`src/rtl/btn_event_decoder_pkg.sv`:
```
// Shared types for the button event decoder: event codes, FSM states and
// the internal event record passed from the classifier to the output slot.
package btn_event_decoder_pkg;

  typedef enum logic [1:0] {
    EVT_SHORT        = 2'b00,
    EVT_LONG         = 2'b01,
    EVT_REPEAT       = 2'b10,
    EVT_RELEASE_LONG = 2'b11
  } evt_code_e;

  typedef enum logic [1:0] {
    ST_IDLE      = 2'b00,
    ST_HELD      = 2'b01,
    ST_REPEATING = 2'b10
  } state_e;

  typedef struct packed {
    logic      valid;
    evt_code_e code;
  } evt_t;

  localparam evt_t EVT_NONE = '{valid: 1'b0, code: EVT_SHORT};

  function automatic evt_t mk_evt(input evt_code_e code);
    return '{valid: 1'b1, code: code};
  endfunction

endpackage

```
`src/rtl/btn_event_decoder_if.sv`:
```
// Valid/ready event channel from the decoder (master) to the menu/control FSM (slave).
interface btn_event_decoder_if;
  import btn_event_decoder_pkg::*;

  logic      event_valid;
  logic      event_ready;
  evt_code_e event_code;

  modport master (output event_valid, output event_code, input event_ready);
  modport slave  (input event_valid, input event_code, output event_ready);

endinterface

```
`src/rtl/btn_evt_slot.sv`:
```
// One-entry valid/ready holding register. A new event is loaded when the slot
// is empty or draining this cycle; otherwise it is dropped and overflow pulses.
module btn_evt_slot
  import btn_event_decoder_pkg::*;
(
  input  logic                clk,
  input  logic                rst_n,
  input  evt_t                push_i,
  output logic                overflow_o,
  btn_event_decoder_if.master evt_if
);

  logic      valid_q, valid_d;
  evt_code_e code_q, code_d;
  logic      ovf_q, ovf_d;
  logic      xfer;

  assign xfer = valid_q & evt_if.event_ready;

  always_comb begin
    // NOTE: every signal driven here gets a default first, so no latch is inferred.
    valid_d = valid_q;
    code_d  = code_q;
    ovf_d   = 1'b0;
    if (push_i.valid) begin
      if (!valid_q || evt_if.event_ready) begin
        valid_d = 1'b1;
        code_d  = push_i.code;
      end else begin
        ovf_d = 1'b1;
      end
    end else if (xfer) begin
      valid_d = 1'b0;
    end
  end

  always_ff @(posedge clk or negedge rst_n) begin
    if (!rst_n) begin
      valid_q <= 1'b0;
      code_q  <= EVT_SHORT;
      ovf_q   <= 1'b0;
    end else begin
      // NOTE: state registers use non-blocking assignments so every flop samples pre-edge values.
      valid_q <= valid_d;
      code_q  <= code_d;
      ovf_q   <= ovf_d;
    end
  end

  assign evt_if.event_valid = valid_q;
  assign evt_if.event_code  = code_q;
  assign overflow_o         = ovf_q;

endmodule

```
`src/rtl/btn_event_decoder.sv`:
```
// Classifies a debounced button level into SHORT / LONG / REPEAT / RELEASE_LONG
// events and hands them to a one-entry output slot.
module btn_event_decoder
  import btn_event_decoder_pkg::*;
#(
  parameter int LONG_CYC   = 25_000_000,
  parameter int REPEAT_CYC = 5_000_000,
  parameter int CNT_W      = 25
) (
  input  logic                clk,
  input  logic                rst_n,
  input  logic                btn_level,
  output logic                overflow,
  output logic                held,
  btn_event_decoder_if.master evt_if
);

  localparam logic [CNT_W-1:0] CNT_ONE = CNT_W'(1);
  localparam logic [CNT_W-1:0] LONG_TH = CNT_W'(LONG_CYC);
  localparam logic [CNT_W-1:0] REP_TH  = CNT_W'(REPEAT_CYC);

  state_e           state_q, state_d;
  logic [CNT_W-1:0] cnt_q, cnt_d;
  logic             btn_q;
  logic             held_q;
  logic             rise;
  evt_t             emit;

  assign rise = btn_level & ~btn_q;

  // A release always wins over a threshold hit on the same sample.
  always_comb begin
    state_d = state_q;
    cnt_d   = cnt_q;
    emit    = EVT_NONE;
    unique case (state_q)
      ST_IDLE: begin
        if (rise) begin
          state_d = ST_HELD;
          cnt_d   = CNT_ONE;
        end
      end
      ST_HELD: begin
        if (!btn_level) begin
          emit    = mk_evt(EVT_SHORT);
          state_d = ST_IDLE;
          cnt_d   = '0;
        end else if (cnt_q == LONG_TH) begin
          emit    = mk_evt(EVT_LONG);
          state_d = ST_REPEATING;
          cnt_d   = CNT_ONE;
        end else begin
          cnt_d = cnt_q + CNT_ONE;
        end
      end
      ST_REPEATING: begin
        if (!btn_level) begin
          emit    = mk_evt(EVT_RELEASE_LONG);
          state_d = ST_IDLE;
          cnt_d   = '0;
        end else if (REPEAT_CYC != 0) begin
          if (cnt_q == REP_TH) begin
            emit  = mk_evt(EVT_REPEAT);
            cnt_d = CNT_ONE;
          end else begin
            cnt_d = cnt_q + CNT_ONE;
          end
        end
      end
      default: begin
        state_d = ST_IDLE;
        cnt_d   = '0;
      end
    endcase
  end

  // btn_q resets to 1 so a button held through reset must be released first.
  always_ff @(posedge clk or negedge rst_n) begin
    if (!rst_n) begin
      state_q <= ST_IDLE;
      cnt_q   <= '0;
      btn_q   <= 1'b1;
      held_q  <= 1'b0;
    end else begin
      state_q <= state_d;
      cnt_q   <= cnt_d;
      btn_q   <= btn_level;
      held_q  <= (state_d != ST_IDLE);
    end
  end

  assign held = held_q;

  btn_evt_slot u_slot (
    .clk        (clk),
    .rst_n      (rst_n),
    .push_i     (emit),
    .overflow_o (overflow),
    .evt_if     (evt_if)
  );

endmodule

```
`src/flat_wrapper.sv`:
```
// flat-port wrapper written by rule: the top's interface ports become plain ports
module btn_event_decoder_flat import btn_event_decoder_pkg::*;
#(
  parameter int LONG_CYC   = 25_000_000,
  parameter int REPEAT_CYC = 5_000_000,
  parameter int CNT_W      = 25
)
  (clk, rst_n, btn_level, overflow, held, evt_if_event_valid, evt_if_event_code, evt_if_event_ready);
  btn_event_decoder_if evt_if_i ();
  input  logic clk;
  input  logic rst_n;
  input  logic btn_level;
  output logic overflow;
  output logic held;
  output wire logic [$bits(evt_if_i.event_valid)-1:0] evt_if_event_valid;
  output wire logic [$bits(evt_if_i.event_code)-1:0] evt_if_event_code;
  input wire logic [$bits(evt_if_i.event_ready)-1:0] evt_if_event_ready;
  assign evt_if_event_valid = evt_if_i.event_valid;
  assign evt_if_event_code = evt_if_i.event_code;
  assign evt_if_i.event_ready = evt_if_event_ready;
  btn_event_decoder #(.LONG_CYC(LONG_CYC), .REPEAT_CYC(REPEAT_CYC), .CNT_W(CNT_W)) u_core (.clk(clk), .rst_n(rst_n), .btn_level(btn_level), .overflow(overflow), .held(held), .evt_if(evt_if_i));
endmodule
```
`config.mk`:
```
export PLATFORM = sky130hd
export DESIGN_NAME = btn_event_decoder_flat
export DESIGN_NICKNAME = d
export VERILOG_FILES = /design/src/rtl/btn_event_decoder_pkg.sv /design/src/rtl/btn_event_decoder_if.sv /design/src/rtl/btn_evt_slot.sv /design/src/rtl/btn_event_decoder.sv /design/src/flat_wrapper.sv
export SDC_FILE = /design/constraint.sdc
export NUM_CORES = 1
export LEC_CHECK = 0
export ABC_CLOCK_PERIOD_IN_PS = 6050
export CORE_MARGIN = 8
export CORE_UTILIZATION = 40
export CTS_CLUSTER_SIZE = 30
export DETAILED_ROUTE_END_ITERATION = 10
export GPL_TIMING_DRIVEN = 0
export PLACE_DENSITY = 0.56
export SETUP_SLACK_MARGIN = 0.3
export SKIP_LAST_GASP = 1
export SYNTH_ARGS = -nofsm -noshare
export SYNTH_HDL_FRONTEND = slang
export SYNTH_SLANG_ARGS = --single-unit
```
`constraint.sdc`:
```
create_clock -name clk -period 6.05 [get_ports clk]
set_input_delay 1.5125 -clock clk [delete_from_list [all_inputs] [get_ports clk]]
set_output_delay 1.5125 -clock clk [all_outputs]
set_load 0.03 [all_outputs]
```
* Yosys cells after proc, flatten, opt, wreduce, memory -nomap -nowiden
Cells that the tools add are included.
** Storage, ports and cells
- Bits in registers :: 33
- Bits of input ports :: 4
- Output and inout bits :: 5
- Word-level logic and storage cells :: 45
** Cells by class
- Add/sub/neg operators :: 1
- Equality and inequality tests :: 6
- Muxes and demuxes :: 21
- Bitwise operators :: 3
- Reduce and logical (&&, ||, !) cells :: 7
** Operator list (count)
- 25-bit two-way mux :: 5
- 25-bit one-hot mux with 3 select lines :: 1
- 25-bit by 1-bit adder with 25-bit output, second input constant :: 1
- 25-bit by 23-bit == test with 1-bit output, second input constant :: 1
- 25-bit == test, second input constant :: 1
- 3-bit two-way mux :: 4
- 2-bit two-way mux :: 4
- 2-bit one-hot mux with 3 select lines :: 1
- 3-bit one-hot mux with 2 select lines :: 1
- 1-bit two-way mux :: 5
- 2-bit AND reduction :: 2
- 2-bit nonzero test :: 2
- 1-bit AND :: 2
- 2-bit by 1-bit == test with 1-bit output, second input constant :: 1
- 2-bit == test, second input constant :: 1
- 2-bit logical NOT :: 1
- 2-bit by 1-bit != test with 1-bit output, second input constant :: 1
- 2-bit != test, second input constant :: 1
- 1-bit logical NOT :: 1
- 1-bit logical OR :: 1
- 1-bit inverter :: 1

* Logic depth before layout (Yosys ltp)
- Depth in word-level cells :: 6
- Gate-level depth with buffers :: 9
- Depth with buffers taken out :: 7

* Hierarchy
From an unflattened synthesis, not the netlist that was laid out.
** Unflattened totals
- Cell total of the unflattened synthesis :: 217
- Area total of the unflattened synthesis :: 2005.7 sq um
** Modules (own cells, without submodules)
- btn_event_decoder :: instances 1, cells each 206, area an instance 1844.3 sq um, seq. area each 726.9 sq um
- btn_evt_slot :: instances 1, cells each 11, area an instance 161.4 sq um, seq. area each 100.1 sq um

* Worst setup path before layout
Ideal clock, no wire load.
- Path type :: in2reg
- From :: in btn_level
- To :: reg u_core.cnt_q[18]
- Setup time :: 131 ps
- Data arrival time :: 2609 ps
- Data required time :: 5919 ps
- Path slack :: 3311 ps
- Cell stages on the path :: 7
- Path buffers :: 3
- Path through :: clkbuf_1 inv_1 o21a_1 clkbuf_1 buf_1 o21ai_0 o41ai_1
** On the way
- Word-level cells in the longest chain between the ends :: 2
- Elaborated cells between the ends (all ways) :: 5
- Those cells by class :: 1 x eq/ne; 3 x mux; 1 x bitwise
** Ends and longest elaborated chain
- start: declaration :: RTL line flat_wrapper.sv:12 : input logic btn_level;
- 25-bit two-way mux, or another cell as far along :: RTL line btn_event_decoder.sv:57 : if (!btn_level) begin
- 25-bit one-hot mux with 3 select lines / 2-bit by 1-bit != test with 1-bit output (equally long branches)
- end signal: assignment :: RTL line btn_event_decoder.sv:86 : cnt_q <= cnt_d;
- end: declaration :: RTL line btn_event_decoder.sv:23 : logic [CNT_W-1:0] cnt_q, cnt_d;
Several ways; a longest one is shown, not always the timed one.
A chain may end at the register's enable or synchronous reset.

* Worst setup path in the final report
Ends and elaborated chain as after synthesis.

==> impl_metrics.json <==
{
  "max_freq_ghz": 0.2875,
  "netlist_top_cells_area": "dfrtp_1 (40%), nand2_1 (4.6%), nand3_1 (4.5%)",
  "gp_congestion": 0.8516,
  "top_layer": "met4",
  "grt_usage_pct": 14.42,
  "drcViolationCount": 0,
  "critPathLaunchType": "input pin",
  "fill_cells": 508,
  "wl_met1_um": 2526,
  "grt_pass1_wl_um": 8383,
  "grt_max_degree": 34,
  "min_period_over_period_pct": 57.50,
  "antenna_found_initial": 0,
  "clock_skew_ns": 0.006476,
  "drive_gt1_share_pct": 9.664,
  "ant_nets": 0,
  "path_clk_slew_ns": 0.07,
  "synth_top_area_cell": "dfrtp_1",
  "required_ns": 6.22,
  "slew_violations": 0,
  "numCtsBuffers": 5,
  "ys_seq_area_share_pct": 40.88,
  "vias_per_cell": 5.666,
  "drt-initial-drc-count": 129,
  "crit_family": "compound AO/OA/AOI/OAI gates",
  "worstPathMaxFanout": 10,
  "syn-num-nets": 232,
  "cts_sinks": 33,
  "regToRegStartpoint": "u_core.cnt_q[0]",
  "synthesis.area_um2": 2023,
  "insertion_delay_ns": 0.29,
  "crit_path_start": "btn_level",
  "multiInputGateArea_um2": 1094,
  "cp.buffers_inverters": 2,
  "async_flop_share_pct": 100.0,
  "dr.pass1.iters": 4,
  "hp-start": "u_core.u_slot.evt_if.event_code[1]",
  "antenna_cells": 0,
  "critPathCaptureType": "flip-flop",
  "synth_cells": 222,
  "area_delta_synth_final_pct": 13.05,
  "coreArea_um2": 5010,
  "dieArea_um2": 7590,
  "io_buffers": 8,
  "regArea_um2": 827.0,
  "final_common_cell": "dfrtp_1",
  "synthFlopType": "dfrtp_1",
  "cts-root-buf": "clkbuf_8",
  "ir_worst_vdd_mv": 0.1221,
  "hold_violations": 0,
  "routed_wl_um": 4928,
  "initial_core_util_pct": 40.38,
  "finalCriticalPeriod_ns": 3.479,
  "ios": 9,
  "crit_arrival_ns": 3.65,
  "routedWlPerCell_um": 16.00,
  "maxCapViolCount": 0,
  "holdWs_ns": 0.4886,
  "cts_tree": "done",
  "finalSetupTns_ns": 0,
  "rows": 26,
  "critical_path_class": "in2reg",
  "yosysUniqueCellTypes": 48,
  "final_nets": 247,
  "met2_length_um": 2217,
  "yosysWarnings": 0,
  "postCtsSetupBuffers": 0,
  "die_x_um": 87.12,
  "relSlewSlack_pct": 45.40,
  "hold_class": "reg2reg",
  "cts_resized": 0,
  "final_cell_mix": "dfrtp_1 (32), nand2_1 (25), nand3_1 (18)",
  "die_h_um": 87.12,
  "finalSetupViolations": 0,
  "syn_area_per_cell_um2": 9.113,
  "slowest_delay_ns": 0.48,
  "rsz0062_at_grt": "no",
  "holdBufCountCts": 0,
  "grt_remaining_overflow": 0,
  "clockBufferDepth": 2,
  "synth_top_area_share_pct": 39.58,
  "wl_met3_um": 109,
  "cts-htree-levels": 2,
  "vias": 1745,
  "cp_slowest_cell": "clkdlybuf4s50_1",
  "ys_ff_latch": 33,
  "synth_edf_count": 0,
  "p_per_area_nw_per_um2": 289.1,
  "hpwlAfterDp_um": 3445,
  "grt_pass1_vias": 1631,
  "worstPathCellList": "clkdlybuf4s50_1 > clkbuf_1 > nand2b_1 > a21oi_2 > nand2_1 > o41ai_1",
  "worst_pin_slew_ns": 0.8114,
  "status": "completed",
  "p_leak_nw": 0.8786
}
## metal layers
layer / vias to the layer above / track usage (%)
li1: 874 / -
met1: 842 / 20.10
met2: 23 / 20.68
met3: 6 / 3.396
met4: 0 / 5.781
met5: - / 0
## worst reg2reg max path, delay by kind of cell (launching register included)
kind            cells  cell delay (ns)
simple gates        4             1.21
flops               1             0.46
compound gates      2             0.28
fa+ha+maj           1             0.25
## kinds of logic after synthesis
family	Yosys count	synth area share, %
AO/OA/AOI/OAI	61	21.89
flip-flops	33	40.88
buffers and inverters	19	5.070
AND/OR/NAND/NOR	101	27.46
multiplexers	2	0.9895
adder cells (fa/ha/maj)	6	3.710
## cell type report
class	instances	area share, %
multi-input combinational	170	47.81
sequential	33	36.16
clock buffer	7	4.212
tap	70	3.829
timing repair buffer	8	3.282
buffer	10	3.009
inverter	9	1.477
clock inverter	1	0.2188
## cells in the mapped netlist (2+ instances only)
cell type / n
nand2_1: 25
o2bb2ai_1: 2
and2_1: 4
nand4_1: 7
nand2b_1: 8
nand3_1: 18
a31oi_1: 14
o21bai_1: 2
a2111oi_0: 3
dfrtp_1: 32
nand4_2: 2
buf_6: 4
ha_1: 6
nor2_1: 16
a41oi_1: 2
o31ai_4: 2
o21a_1: 2
nor4_1: 4
o31ai_1: 2
o21ai_0: 8
o21ai_1: 3
o22ai_1: 2
and3_1: 3
and4_1: 4
a211oi_1: 3
mux2i_1: 2
a21oi_1: 6
clkbuf_1: 4
nor3_1: 2
o311ai_1: 4
inv_1: 9
## where the power goes
part / total, W / switching, W / leakage [nW] / internal, W
combinational: 0.000216 / 0.000142 / 0.373 / 0.0000736
clock: 0.000185 / 0.0000824 / 0.0542 / 0.000103
sequential: 0.000260 / 0.0000212 / 0.451 / 0.000239
## flip-flops by register name, summed over array words and instances, names as in the netlist
name and count:
u_core.u_slot.evt_if.event_code 2, u_core.u_slot.overflow_o 1, u_core.cnt_q 25, u_core.state_q 2, u_core.held 1, u_core.btn_q 1, u_core.u_slot.evt_if.event_valid 1
## through the flow
| step | util, % | area (µm²) | worst slack (ns) | instances | total power, W |
|---|---|---|---|---|---|
| floorplan | - | 2023 | 3.311 | 222 | 0.0004101 |
| global placement | 43.73 | 2191 | 2.230 | 300 | 0.0004787 |
| detailed placement | 43.63 | 2186 | 2.271 | 300 | 0.0004796 |
| CTS | 45.65 | 2287 | 2.597 | 308 | 0.0006689 |
| global route | 45.65 | 2287 | 2.467 | 308 | 0.0007057 |
| finish | 45.65 | 2287 | 2.571 | 308 | 0.0006612 |
## worst paths after layout
kind	slack, ns	cells past startpoint	to
setup / recovery	2.57	6	u_core.cnt_q[18]
hold / removal	0.49	1	u_core.u_slot.evt_if.event_code[1]
setup reg to reg	3.72	7	u_core.cnt_q[24]
hold reg to reg	0.49	1	u_core.u_slot.evt_if.event_code[1]
max in group asynchronous	4.28	1	u_core.cnt_q[9]
min in group asynchronous	1.29	1	u_core.cnt_q[18]
No activity file was read; power rests on OpenSTA's default activity.
